==> config.mk <==
export PLATFORM = sky130hd
export DESIGN_NAME = i2c_poll_scheduler
export DESIGN_NICKNAME = d
export VERILOG_FILES = /design/src/rtl/i2c_poll_scheduler.sv
export SDC_FILE = /design/constraint.sdc
export NUM_CORES = 1
export LEC_CHECK = 0
export BUFFER_PORTS_ARGS = -buffer_cell sky130_fd_sc_hd__buf_2
export CORE_MARGIN = 1.5
export CORE_UTILIZATION = 30
export DETAILED_ROUTE_END_ITERATION = 7
export GPL_TIMING_DRIVEN = 0
export PLACE_DENSITY_LB_ADDON = 0.2
export SLEW_MARGIN = 20
export SYNTH_ARGS = -nofsm -noshare
export SYNTH_HDL_FRONTEND = slang
export SYNTH_SLANG_ARGS = --single-unit
==> constraint.sdc <==
create_clock -name clk -period 2.3 [get_ports clk]
set_input_delay 0.23 -clock clk [delete_from_list [all_inputs] [get_ports clk]]
set_output_delay 0.23 -clock clk [all_outputs]
set_load 0.01 [all_outputs]
==> src/rtl/i2c_poll_scheduler.sv <==
// i2c_poll_scheduler: schedules periodic and on-demand reads of the angle sensor through a single-register I2C reader,
// with per-transaction timeout, reader reset recovery and a sticky fault after repeated timeouts.
// Ports: clk/rstn (sync, active-low); en enables periodic ticks; req/req_ack on-demand handshake;
// rd_start/rd_ready/rd_done/rd_data/rd_rstn talk to the reader; angle/angle_valid publish samples;
// stale/fault/fault_clr/err_cnt report health.
module i2c_poll_scheduler #(
    parameter logic [23:0] PERIOD     = 24'd50000,
    parameter logic [19:0] TIMEOUT    = 20'd200000,
    parameter logic [3:0]  MAX_RETRY  = 4'd3,
    parameter logic [3:0]  RST_CYCLES = 4'd4
) (
    input  logic        clk,
    input  logic        rstn,
    input  logic        en,
    input  logic        req,
    output logic        req_ack,
    output logic        rd_start,
    input  logic        rd_ready,
    input  logic        rd_done,
    input  logic [15:0] rd_data,
    output logic        rd_rstn,
    output logic [11:0] angle,
    output logic        angle_valid,
    output logic        stale,
    output logic        fault,
    input  logic        fault_clr,
    output logic [7:0]  err_cnt
);
    typedef enum logic [2:0] {IDLE, START, WAIT, RECOVER, FAULT} state_t;
    state_t state, nxt;
    logic [23:0] tick_cnt;
    logic [19:0] timer;
    logic [3:0]  retry, rst_cnt;
    logic        tick_pend, req_pend, served_req;
    logic        tick_hit, timeout, to_hit, clr_hit;
    logic        rd_start_d, rd_rstn_d, angle_valid_d, req_ack_d, fault_d, stale_d;

    assign tick_hit = en && tick_cnt == PERIOD - 24'd1;
    assign timeout  = timer == TIMEOUT - 20'd1;
    assign to_hit   = state == WAIT && timeout && !rd_done;
    assign clr_hit  = state == FAULT && fault_clr;

    always_ff @(posedge clk) begin
        if (!rstn) state <= IDLE;
        else       state <= nxt;
    end

    always_comb begin
        nxt = state;
        case (state)
            IDLE:    if ((tick_pend || req_pend) && rd_ready && !fault) nxt = START;
            START:   nxt = WAIT;
            WAIT:    nxt = rd_done ? IDLE : timeout ? RECOVER : WAIT;
            // wait for the reset pulse to finish before deciding between retry and fault
            RECOVER: if (rd_rstn) nxt = retry == MAX_RETRY ? FAULT : rd_ready ? START : RECOVER;
            FAULT:   if (fault_clr) nxt = IDLE;
            default: nxt = IDLE;
        endcase
    end

    always_comb begin
        rd_start_d    = nxt == START;
        angle_valid_d = state == WAIT && rd_done;
        req_ack_d     = angle_valid_d && served_req;
        fault_d       = nxt == FAULT;
        stale_d       = fault_d ? 1'b1 : angle_valid_d ? 1'b0 : stale;
        rd_rstn_d     = to_hit ? 1'b0 : (state == RECOVER && !rd_rstn) ? rst_cnt == RST_CYCLES - 4'd1 : 1'b1;
    end

    always_ff @(posedge clk) begin
        if (!rstn) begin
            tick_cnt    <= '0;
            tick_pend   <= 1'b0;
            req_pend    <= 1'b0;
            served_req  <= 1'b0;
            timer       <= '0;
            retry       <= '0;
            rst_cnt     <= '0;
            err_cnt     <= '0;
            angle       <= '0;
            angle_valid <= 1'b0;
            req_ack     <= 1'b0;
            rd_start    <= 1'b0;
            rd_rstn     <= 1'b0;
            stale       <= 1'b1;
            fault       <= 1'b0;
        end else begin
            tick_cnt    <= !en ? 24'd0 : tick_hit ? 24'd0 : tick_cnt + 24'd1;
            tick_pend   <= !en ? 1'b0 : (tick_hit && state != FAULT) ? 1'b1 : state == START ? 1'b0 : tick_pend;
            // a request already being served (or just acked) must not re-arm itself
            req_pend    <= state == START ? 1'b0 : (clr_hit && served_req) ? 1'b1 :
                           (req && !served_req && !req_ack) ? 1'b1 : req_pend;
            served_req  <= state == START ? (served_req || req_pend) : (angle_valid_d || clr_hit) ? 1'b0 : served_req;
            timer       <= state == WAIT ? timer + 20'd1 : 20'd0;
            retry       <= (angle_valid_d || clr_hit) ? 4'd0 : to_hit ? retry + 4'd1 : retry;
            rst_cnt     <= (state == RECOVER && !rd_rstn) ? rst_cnt + 4'd1 : 4'd0;
            err_cnt     <= (to_hit && err_cnt != 8'hFF) ? err_cnt + 8'd1 : err_cnt;
            angle       <= angle_valid_d ? rd_data[11:0] : angle;
            angle_valid <= angle_valid_d;
            req_ack     <= req_ack_d;
            rd_start    <= rd_start_d;
            rd_rstn     <= rd_rstn_d;
            stale       <= stale_d;
            fault       <= fault_d;
        end
    end
endmodule
==> results.ini, run 1 <==
[synthesis]
synth_area_leaders=dfxtp_1 (46%), xor2_1 (7.7%), nor2_1 (6.0%)
synth_cells=409
async_flop_share=0
ys.flop_type=dfxtp_1
syn_area_um2=3640
yosys_warnings=0
postSynthAreaPerCell_um2=8.91
synth_common_cells=dfxtp_1 (84), nor2_1 (58), nand2_1 (44)
synth-edff-count=0
yosys.area.top_type=dfxtp_1
ys_seq_elements=84
synth_top_cell_area_share=0.462
syn-num-nets=437
yosysMostFrequentCell=dfxtp_1
ys_seq_area_frac=0.462
synth_cell_types=45

[detailed_routing]
drt-met1-wl_um=3920
drc=0
dr_wl_met3_um=144
drt_first_iter_violations=86
firstDrtPassIters=4
vias=2975
wl_um=7760
wl_met2_um=3550
highest_layer=met4
viasPerCell=4.81
wire_per_inst_um=12.6
ant_nets=0

[critical_path]
ff2ff_setup_slack_ns=0.13
rr_endpoint=err_cnt[6]$_SDFFE_PN0P_
r2r.worst_path.cells=8
path_class=reg2reg
worst_ep_required_time_ns=2.53
cp-end-kind=register
cp_data_arrival_time_ns=2.40
startpoint_type=register
crit_fanout=10
reg2reg_from=state[2]$_SDFF_PN0_

[finish]
post-route-util=0.365
layout.cells.non_filler=618
drive_above_1_share=0.153
design_area_um2=4350
fin_nets=495
synthToLayoutAreaGrowth_pct=19.3
diodes=0

[placed_design]
dp_hpwl_um=5670
dp.cells=600
place_congestion=0.773
io_buffers=44
place_ws_ns=0.0227
place_area_um2=4050

[timing]
setup-tns-final_ns=0
tightest_slew_ns=0.775
period_share=0.944
slew_violations=0
final-setup-viol-count=0
hold_violations=0
period_minus_slack_ns=2.17
fin_ws_ns=0.128
slew-limit-headroom=0.479
rsz0062_at_grt=no
fin_skew_ns=0.00587
worst_hold_slack_ns=0.146
fmax_mhz=461

[global_routing]
grt_max_degree=13
grt_pass1_vias=2776
antenna_found_initial=0
grtUsageTotal=0.131
overflow=0
grt_pass1_wl_um=13500

[floorplan]
start_util=0.306
coreArea_um2=11900
die_w_um=113
io_pins=49
rows=40
die_h_um=113
die-area_um2=12800

[min_path]
min_to=angle[11]$_SDFFE_PN0P_
min_path_cells=3
min_path_type=in2reg
hold_start=rd_data[11]

[clock_network]
htree_num_levels=3
clock_latency_ns=0.33
clock_path_buffers=2
cts_tree=done
cts_buffers=9
cts-root-buf=clkbuf_16
clkTransAtPathRegs_ns=0.06
cts_hold_buf=0
clock-sinks=84

[power]
vdd.ir_drop.worst_uv=315
powerDensity_nw_per_um2=663
power.leakage_nw=1.64
p_total_mw=2.88

[flow_run]
drv_cap=0

[outcome]
status=finished clean

## routing by layer
layer,vias up,GRT usage
li1,1537,-
met1,1397,0.177
met2,32,0.200
met3,9,0.0236
met4,0,0.0683
met5,-,0
## area by class of cell
| class | instances | area [µm²] |
|---|---|---|
| multi-input cells | 310 | 1880 |
| clock inverters | 2 | 10.0 |
| repair buffers | 47 | 243 |
| plain buffers | 12 | 68.8 |
| inverters | 3 | 11.3 |
| clock buffers | 13 | 260 |
| fillers | 1251 | 7570 |
| flip-flops and latches | 84 | 1680 |
| well taps | 147 | 184 |
## registers in the layout, summed over array words and instances, names as in the netlist, 3 cells and up
register / flops
retry: 4
timer: 20
err_cnt: 8
tick_cnt: 24
rst_cnt: 4
state: 3
angle: 12
## worst max path at each step
stage	slack (ns)	endpoint	from	cells after the start
after floorplan	0.24	err_cnt[6]$_SDFFE_PN0P_	state[0]$_SDFF_PN0_	7
after global placement	0.02	err_cnt[6]$_SDFFE_PN0P_	timer[18]$_SDFF_PN0_	6
after detailed placement	0.02	err_cnt[6]$_SDFFE_PN0P_	timer[18]$_SDFF_PN0_	6
after CTS	0.01	err_cnt[6]$_SDFFE_PN0P_	timer[18]$_SDFF_PN0_	6
after global routing	0.02	err_cnt[6]$_SDFFE_PN0P_	state[2]$_SDFF_PN0_	8
final	0.13	err_cnt[6]$_SDFFE_PN0P_	state[2]$_SDFF_PN0_	8
## worst max-delay path: stages, from the launching register on
cell	delay [ns]
dfxtp_1	0.30
buf_6	0.13
nor4b_4	0.25
buf_4	0.18
nand4_4	0.14
or2_1	0.25
buf_6	0.14
or4b_1	0.49
and3_1	0.18
## where the power goes
group / internal [mW] / total [mW] / switching, mW
registers: 1.47 / 1.47 / 0.00821
clock network: 0.781 / 1.32 / 0.542
logic: 0.0360 / 0.0853 / 0.0493
total: 2.28 / 2.88 / 0.599
## placed cells by master (no fill, tap or decap), types with 8 or more instances in the layout
master	netlist	layout
a21boi_0	13	13
a21oi_1	8	8
and2_1	9	9
and3_1	16	16
buf_2	0	44
clkbuf_1	9	10
clkbuf_16	0	9
dfxtp_1	84	82
nand2_1	44	44
nand3_1	28	28
nand4_1	14	14
nor2_1	58	58
nor3_1	8	8
nor4_1	8	8
xnor2_1	15	15
xor2_1	32	32
## logic make-up after synthesis
| group | Yosys count | share of synthesized area |
|---|---|---|
| and+or+nand+nor | 216 | 0.307 |
| DFF | 84 | 0.462 |
| xor gates and xnor gates | 47 | 0.113 |
| AOI/OAI and AO/OA | 41 | 0.0763 |
| buffers and inverters | 15 | 0.0216 |
| adders and majority gates | 5 | 0.0172 |
| muxes | 1 | 0.00275 |
## repair_timing
| item | CTS | global route |
|---|---|---|
| endpoints found under the setup margin | 0 | 3 |
| setup buffers | 0 | 3 |
| resized for setup | 0 | 5 |
Power figures use the tool's default switching activity.
==> run 2: changes to the inputs <==
--- a/config.mk
+++ b/config.mk
@@ -5,12 +5,12 @@
 export SDC_FILE = /design/constraint.sdc
 export NUM_CORES = 1
 export LEC_CHECK = 0
-export BUFFER_PORTS_ARGS = -buffer_cell sky130_fd_sc_hd__buf_2
 export CORE_MARGIN = 1.5
 export CORE_UTILIZATION = 30
 export DETAILED_ROUTE_END_ITERATION = 7
+export DONT_BUFFER_PORTS = 1
 export GPL_TIMING_DRIVEN = 0
-export PLACE_DENSITY_LB_ADDON = 0.2
+export PLACE_DENSITY = 0.48
 export SLEW_MARGIN = 20
 export SYNTH_ARGS = -nofsm -noshare
 export SYNTH_HDL_FRONTEND = slang
==> results.ini, run 2 (same netlist as run 1, synthesis figures left out) <==
[finish]
layout.cells.non_filler=575  ; -7.0%
fin_nets=451  ; -8.9%
diodes=0  ; unchanged
largest_reg_flops=24  ; unchanged
layout_common_cells=dfxtp_1 (82), nor2_1 (58), nand2_1 (44), xor2_1 (32), nand3_1 (28)
synthToLayoutAreaGrowth_pct=15.0
final_common_cell=dfxtp_1
drive_above_1_share=0.0724  ; -0.0804
top_regs=tick_cnt: 24 flops, timer: 20 flops, angle: 12 flops
design_area_um2=4190  ; -3.6%
regMostFlops=tick_cnt

[power]
p_comb_frac=0.019  ; -0.011
pwr-share-seq=0.472  ; -0.039
vdd.ir_drop.worst_uv=577  ; +83%
power.switching_mw=0.629  ; +5.1%
powerDensity_nw_per_um2=747  ; +13%
p_total_mw=3.13  ; +8.6%
clkPwrFrac=0.509  ; +0.050
power.leakage_nw=1.46  ; -11%
p_int_mw=2.50  ; +9.5%
swShare=0.201  ; -0.00665

[global_routing]
grt_pass1_vias=2752  ; -0.86%
overflow=0  ; unchanged
grt_max_degree=15  ; +2
grtUsageTotal=0.133  ; +0.00173
antenna_found_initial=0  ; unchanged
grt_pass1_wl_um=13500  ; -0.25%

[timing]
setup-tns-final_ns=0  ; unchanged
period_minus_slack_ns=2.16  ; -0.0162 ns
slew_violations=0  ; unchanged
tightest_slew_ns=0.790  ; +0.0146 ns
rsz0062_at_grt=yes
slew-limit-headroom=0.469  ; -0.00980
hold_violations=0  ; unchanged
final-setup-viol-count=0  ; unchanged
fin_skew_ns=0.0100  ; +0.00416 ns
period_share=0.937  ; -0.00706
fmax_mhz=464  ; +0.75%
worst_hold_slack_ns=0.0198  ; -0.126 ns

[detailed_routing]
vias=2807  ; -5.6%
ant_nets=0  ; unchanged
wire_per_inst_um=13.5  ; +7.4%
viasPerCell=4.88  ; +1.4%
drc=0  ; unchanged
firstDrtPassIters=4  ; unchanged
wl_um=7760  ; about the same
drt_first_iter_violations=111  ; +29%

[outcome]
status=finished clean

[floorplan]
die-area_um2=12800  ; unchanged
io_pins=49  ; unchanged
die_w_um=113  ; unchanged
coreArea_um2=11900  ; unchanged
die_h_um=113  ; unchanged
rows=40  ; unchanged
start_util=0.306  ; unchanged

[min_path]
min_path_type=in2reg
min_path_cells=2  ; -1

[placed_design]
place_congestion=0.753  ; -2.5%
place_area_um2=3830  ; -5.4%
io_buffers=0  ; -100%
dp.cells=556  ; -7.3%
dp_hpwl_um=5550  ; -2.1%

[critical_path]
crit_fanout=9  ; -1
r2r.worst_path.cells=7  ; -1
startpoint_type=register
cp_data_arrival_time_ns=2.39  ; about the same
cp-end-kind=register
worst_ep_required_time_ns=2.53  ; about the same
path_class=reg2reg

[clock_network]
cts_buffers=9  ; unchanged
clkTransAtPathRegs_ns=0.07  ; about the same
clock-sinks=84  ; unchanged
htree_num_levels=3  ; unchanged
clock_path_buffers=2  ; unchanged
cts-root-buf=clkbuf_16
clock_latency_ns=0.34  ; about the same
cts_tree=done

[flow_run]
drv_cap=0  ; unchanged

## run 2: final timing paths
path,startpoint,to,slack [ns]
worst max-delay path,timer[0]$_SDFF_PN0_,err_cnt[6]$_SDFFE_PN0P_,0.14
worst min-delay path,en,tick_cnt[2]$_SDFF_PP0_,0.02
worst max register to register,timer[0]$_SDFF_PN0_,err_cnt[6]$_SDFFE_PN0P_,0.14
worst min register to register,rst_cnt[0]$_SDFF_PN0_,rst_cnt[0]$_SDFF_PN0_,0.46
## run 2: metrics by stage
| stage | utilization | setup WS [ns] |
|---|---|---|
| detailed placement | 0.321 | 0.0767 |
| finish | 0.352 | 0.145 |
| CTS | 0.349 | 0.0527 |
| floorplan | - | 0.242 |
| global placement | 0.321 | 0.0585 |
| global route | 0.352 | -0.0125 |
## run 2: worst max-delay path, stage by stage, from the launching register on
cell and delay, ns:
dfxtp_2 0.38, ha_2 0.21, and2_1 0.21, nand4_4 0.17
or2_1 0.26, buf_6 0.14, or4b_1 0.49, and3_1 0.18
## run 2: timing repair
| action | CTS | global route |
|---|---|---|
| endpoints found under the setup margin | 0 | 6 |
| hold endpoints to repair | 0 | 0 |
| gates resized for setup | 0 | 5 |
| hold buffers | 0 | 0 |
| setup buffers | 0 | 3 |
## run 2: power groups by stage
stage / logic [mW] / clock network (mW) / registers [mW]
6_report: 0.0583 / 1.59 / 1.48
4_1_cts: 0.0591 / 1.64 / 1.48
2_1_floorplan: 0.0436 / 0 / 1.51
3_5_place_dp: 0.0590 / 0 / 1.51
3_3_place_gp: 0.0582 / 0 / 1.51
5_1_grt: 0.0676 / 1.71 / 1.48
## run 2: final cells by class
cell class | count | area [µm²]
Buffer | 12 | 68.8
Fill cell | 1239 | 7720
Tap cell | 147 | 184
Sequential cell | 84 | 1680
Timing Repair Buffer | 3 | 22.5
Inverter | 3 | 11.3
Clock buffer | 11 | 253
Multi-Input combinational cell | 310 | 1880
Clock inverter | 5 | 81.3
## run 2: routing by layer
| layer | wire (µm) | vias to the layer above | global-route usage |
|---|---|---|---|
| met1 | 3710 | 1310 | 0.165 |
| met5 | 0 | - | 0 |
| li1 | - | 1452 | - |
| met3 | 334 | 12 | 0.0498 |
| met2 | 3600 | 33 | 0.213 |
| met4 | 112 | 0 | 0.0442 |
==> run 3: changes to the inputs <==
--- a/config.mk
+++ b/config.mk
@@ -10,6 +10,7 @@
 export DETAILED_ROUTE_END_ITERATION = 7
 export DONT_BUFFER_PORTS = 1
 export GPL_TIMING_DRIVEN = 0
+export MAX_ROUTING_LAYER = met4
 export PLACE_DENSITY = 0.48
 export SLEW_MARGIN = 20
 export SYNTH_ARGS = -nofsm -noshare
==> results.ini, run 3 (same netlist as run 1, synthesis figures left out) <==
[outcome]
status=finished clean

[clock_network]
cts-root-buf=clkbuf_16
cts_tree=done
htree_num_levels=3  ; unchanged
clock_latency_ns=0.34  ; about the same
clkTransAtPathRegs_ns=0.07  ; about the same
clock-sinks=84  ; unchanged
cts_buffers=9  ; unchanged
clock_path_buffers=2  ; unchanged

[critical_path]
rr_endpoint=err_cnt[6]$_SDFFE_PN0P_
r2r.worst_path.cells=7  ; unchanged
crit_family=simple AND/OR/NAND/NOR gates
path_cells=ha_2 -> and2_1 -> nand4_4 -> or2_1 -> buf_6 -> or4b_1 -> and3_1
crit_fanout=9  ; unchanged
cp_data_arrival_time_ns=2.39  ; about the same
worst_ep_required_time_ns=2.53  ; about the same
reg2reg_from=timer[0]$_SDFF_PN0_
startpoint_type=register
ff2ff_setup_slack_ns=0.15  ; about the same
path_class=reg2reg
crit_slowest_cell=or4b_1
crit_buf_inv=1  ; unchanged
cpPeakStageDelay_ns=0.49  ; about the same
cp-end-kind=register

[detailed_routing]
viasPerCell=4.86  ; -0.39%
ant_nets=0  ; unchanged
firstDrtPassIters=4  ; unchanged
wire_per_inst_um=13.4  ; -0.37%
wl_um=7730  ; -0.37%
vias=2796  ; -0.39%
drt_first_iter_violations=94  ; -15%
drc=0  ; unchanged

[power]
power.leakage_nw=1.46  ; unchanged
vdd.ir_drop.worst_uv=567  ; -1.8%
powerDensity_nw_per_um2=745  ; -0.20%

[finish]
drive_above_1_share=0.0724  ; unchanged
design_area_um2=4190  ; unchanged
largest_reg_flops=24  ; unchanged
diodes=0  ; unchanged
final_common_cell=dfxtp_1
regMostFlops=tick_cnt
layout_common_cells=dfxtp_1 (82), nor2_1 (58), nand2_1 (44), xor2_1 (32), nand3_1 (28)
fin_nets=451  ; unchanged
synthToLayoutAreaGrowth_pct=15.0  ; unchanged
top_regs=tick_cnt: 24 flops, timer: 20 flops, angle: 12 flops

[global_routing]
grtUsageTotal=0.137  ; +0.00407
grt_pass1_wl_um=13400  ; -0.10%
grt_pass1_vias=2759  ; +0.25%
overflow=0  ; unchanged
antenna_found_initial=0  ; unchanged
grt_max_degree=15  ; unchanged

[placed_design]
place_ws_ns=0.0767  ; unchanged
place_congestion=0.763  ; +1.3%
io_buffers=0  ; unchanged
dp_hpwl_um=5550  ; unchanged
place_area_um2=3830  ; unchanged

[timing]
period_share=0.937  ; about the same
slew_violations=0  ; unchanged
period_minus_slack_ns=2.15  ; -0.000874 ns
fin_ws_ns=0.146  ; +0.000874 ns
tightest_slew_ns=0.790  ; -0.000323 ns
worst_hold_slack_ns=0.0210  ; +0.00118 ns
hold_violations=0  ; unchanged
slew-limit-headroom=0.469  ; about the same
fin_skew_ns=0.0101  ; +0.0000404 ns
fmax_mhz=464  ; about the same
final-setup-viol-count=0  ; unchanged

[flow_run]
drv_cap=0  ; unchanged

[floorplan]
die_w_um=113  ; unchanged
start_util=0.306  ; unchanged
coreArea_um2=11900  ; unchanged
die-area_um2=12800  ; unchanged
die_h_um=113  ; unchanged
rows=40  ; unchanged
io_pins=49  ; unchanged

[min_path]
min_path_cells=2  ; unchanged
hold_start=en
min_to=tick_cnt[2]$_SDFF_PP0_
min_path_type=in2reg

run 3: cell counts in the layout (fill, tap and decap cells not counted):
No cell type changed its count.
run 3: cell type report:
class,count,area (µm²)
fill,1239,7720
multi-input combinational,310,1880
sequential,84,1680
clock buffer,11,253
tap,147,184
clock inverter,5,81.3
buffer,12,68.8
timing repair buffer,3,22.5
inverter,3,11.3
run 3: worst max path at each step:
| stage | start | to | slack [ns] | cells after the start |
|---|---|---|---|---|
| 5_1_grt | state[2]$_SDFF_PN0_ | err_cnt[6]$_SDFFE_PN0P_ | -0.01 | 7 |
| 4_1_cts | timer[0]$_SDFF_PN0_ | err_cnt[6]$_SDFFE_PN0P_ | 0.05 | 7 |
| 2_1_floorplan | state[0]$_SDFF_PN0_ | err_cnt[6]$_SDFFE_PN0P_ | 0.24 | 7 |
| 6_report | timer[0]$_SDFF_PN0_ | err_cnt[6]$_SDFFE_PN0P_ | 0.15 | 7 |
| 3_3_place_gp | timer[18]$_SDFF_PN0_ | err_cnt[6]$_SDFFE_PN0P_ | 0.06 | 6 |
| 3_5_place_dp | timer[0]$_SDFF_PN0_ | err_cnt[6]$_SDFFE_PN0P_ | 0.08 | 7 |
run 3: power breakdown:
| group | total (mW) | internal, mW | switching, mW |
|---|---|---|---|
| clock network | 1.59 | 1.01 | 0.575 |
| logic | 0.0583 | 0.0222 | 0.0361 |
| registers | 1.48 | 1.47 | 0.0118 |
run 3: worst reg2reg max path, cell delays in order (launching register included):
cell and delay, ns:
dfxtp_2 0.38, ha_2 0.22, and2_1 0.21, nand4_4 0.17, or2_1 0.26, buf_6 0.14
or4b_1 0.49, and3_1 0.18
run 3: metal layers:
metal / track usage / wire length [µm] / vias up
met1: 0.165 / 3700 / 1304
met3: 0.0498 / 305 / 9
met2: 0.213 / 3620 / 29
met4: 0.0442 / 100 / 0
li1: - / - / 1454
met5: - / 0 / -
run 3: metrics by stage:
stage               power (mW)  TNS [ns]  std cells  utilization
finish                    3.12         0        575        0.352
global route              3.26   -0.0111        575        0.352
CTS                       3.18         0        572        0.349
detailed placement        1.57         0        556        0.321
global placement          1.57         0        556        0.321
floorplan                 1.55         0        409            -
run 3: repair_timing:
item | 4_1_cts | 5_1_grt
hold buffers | 0 | 0
gates resized for setup | 0 | 5
setup endpoints to repair | 0 | 6
buffers inserted | 0 | 3
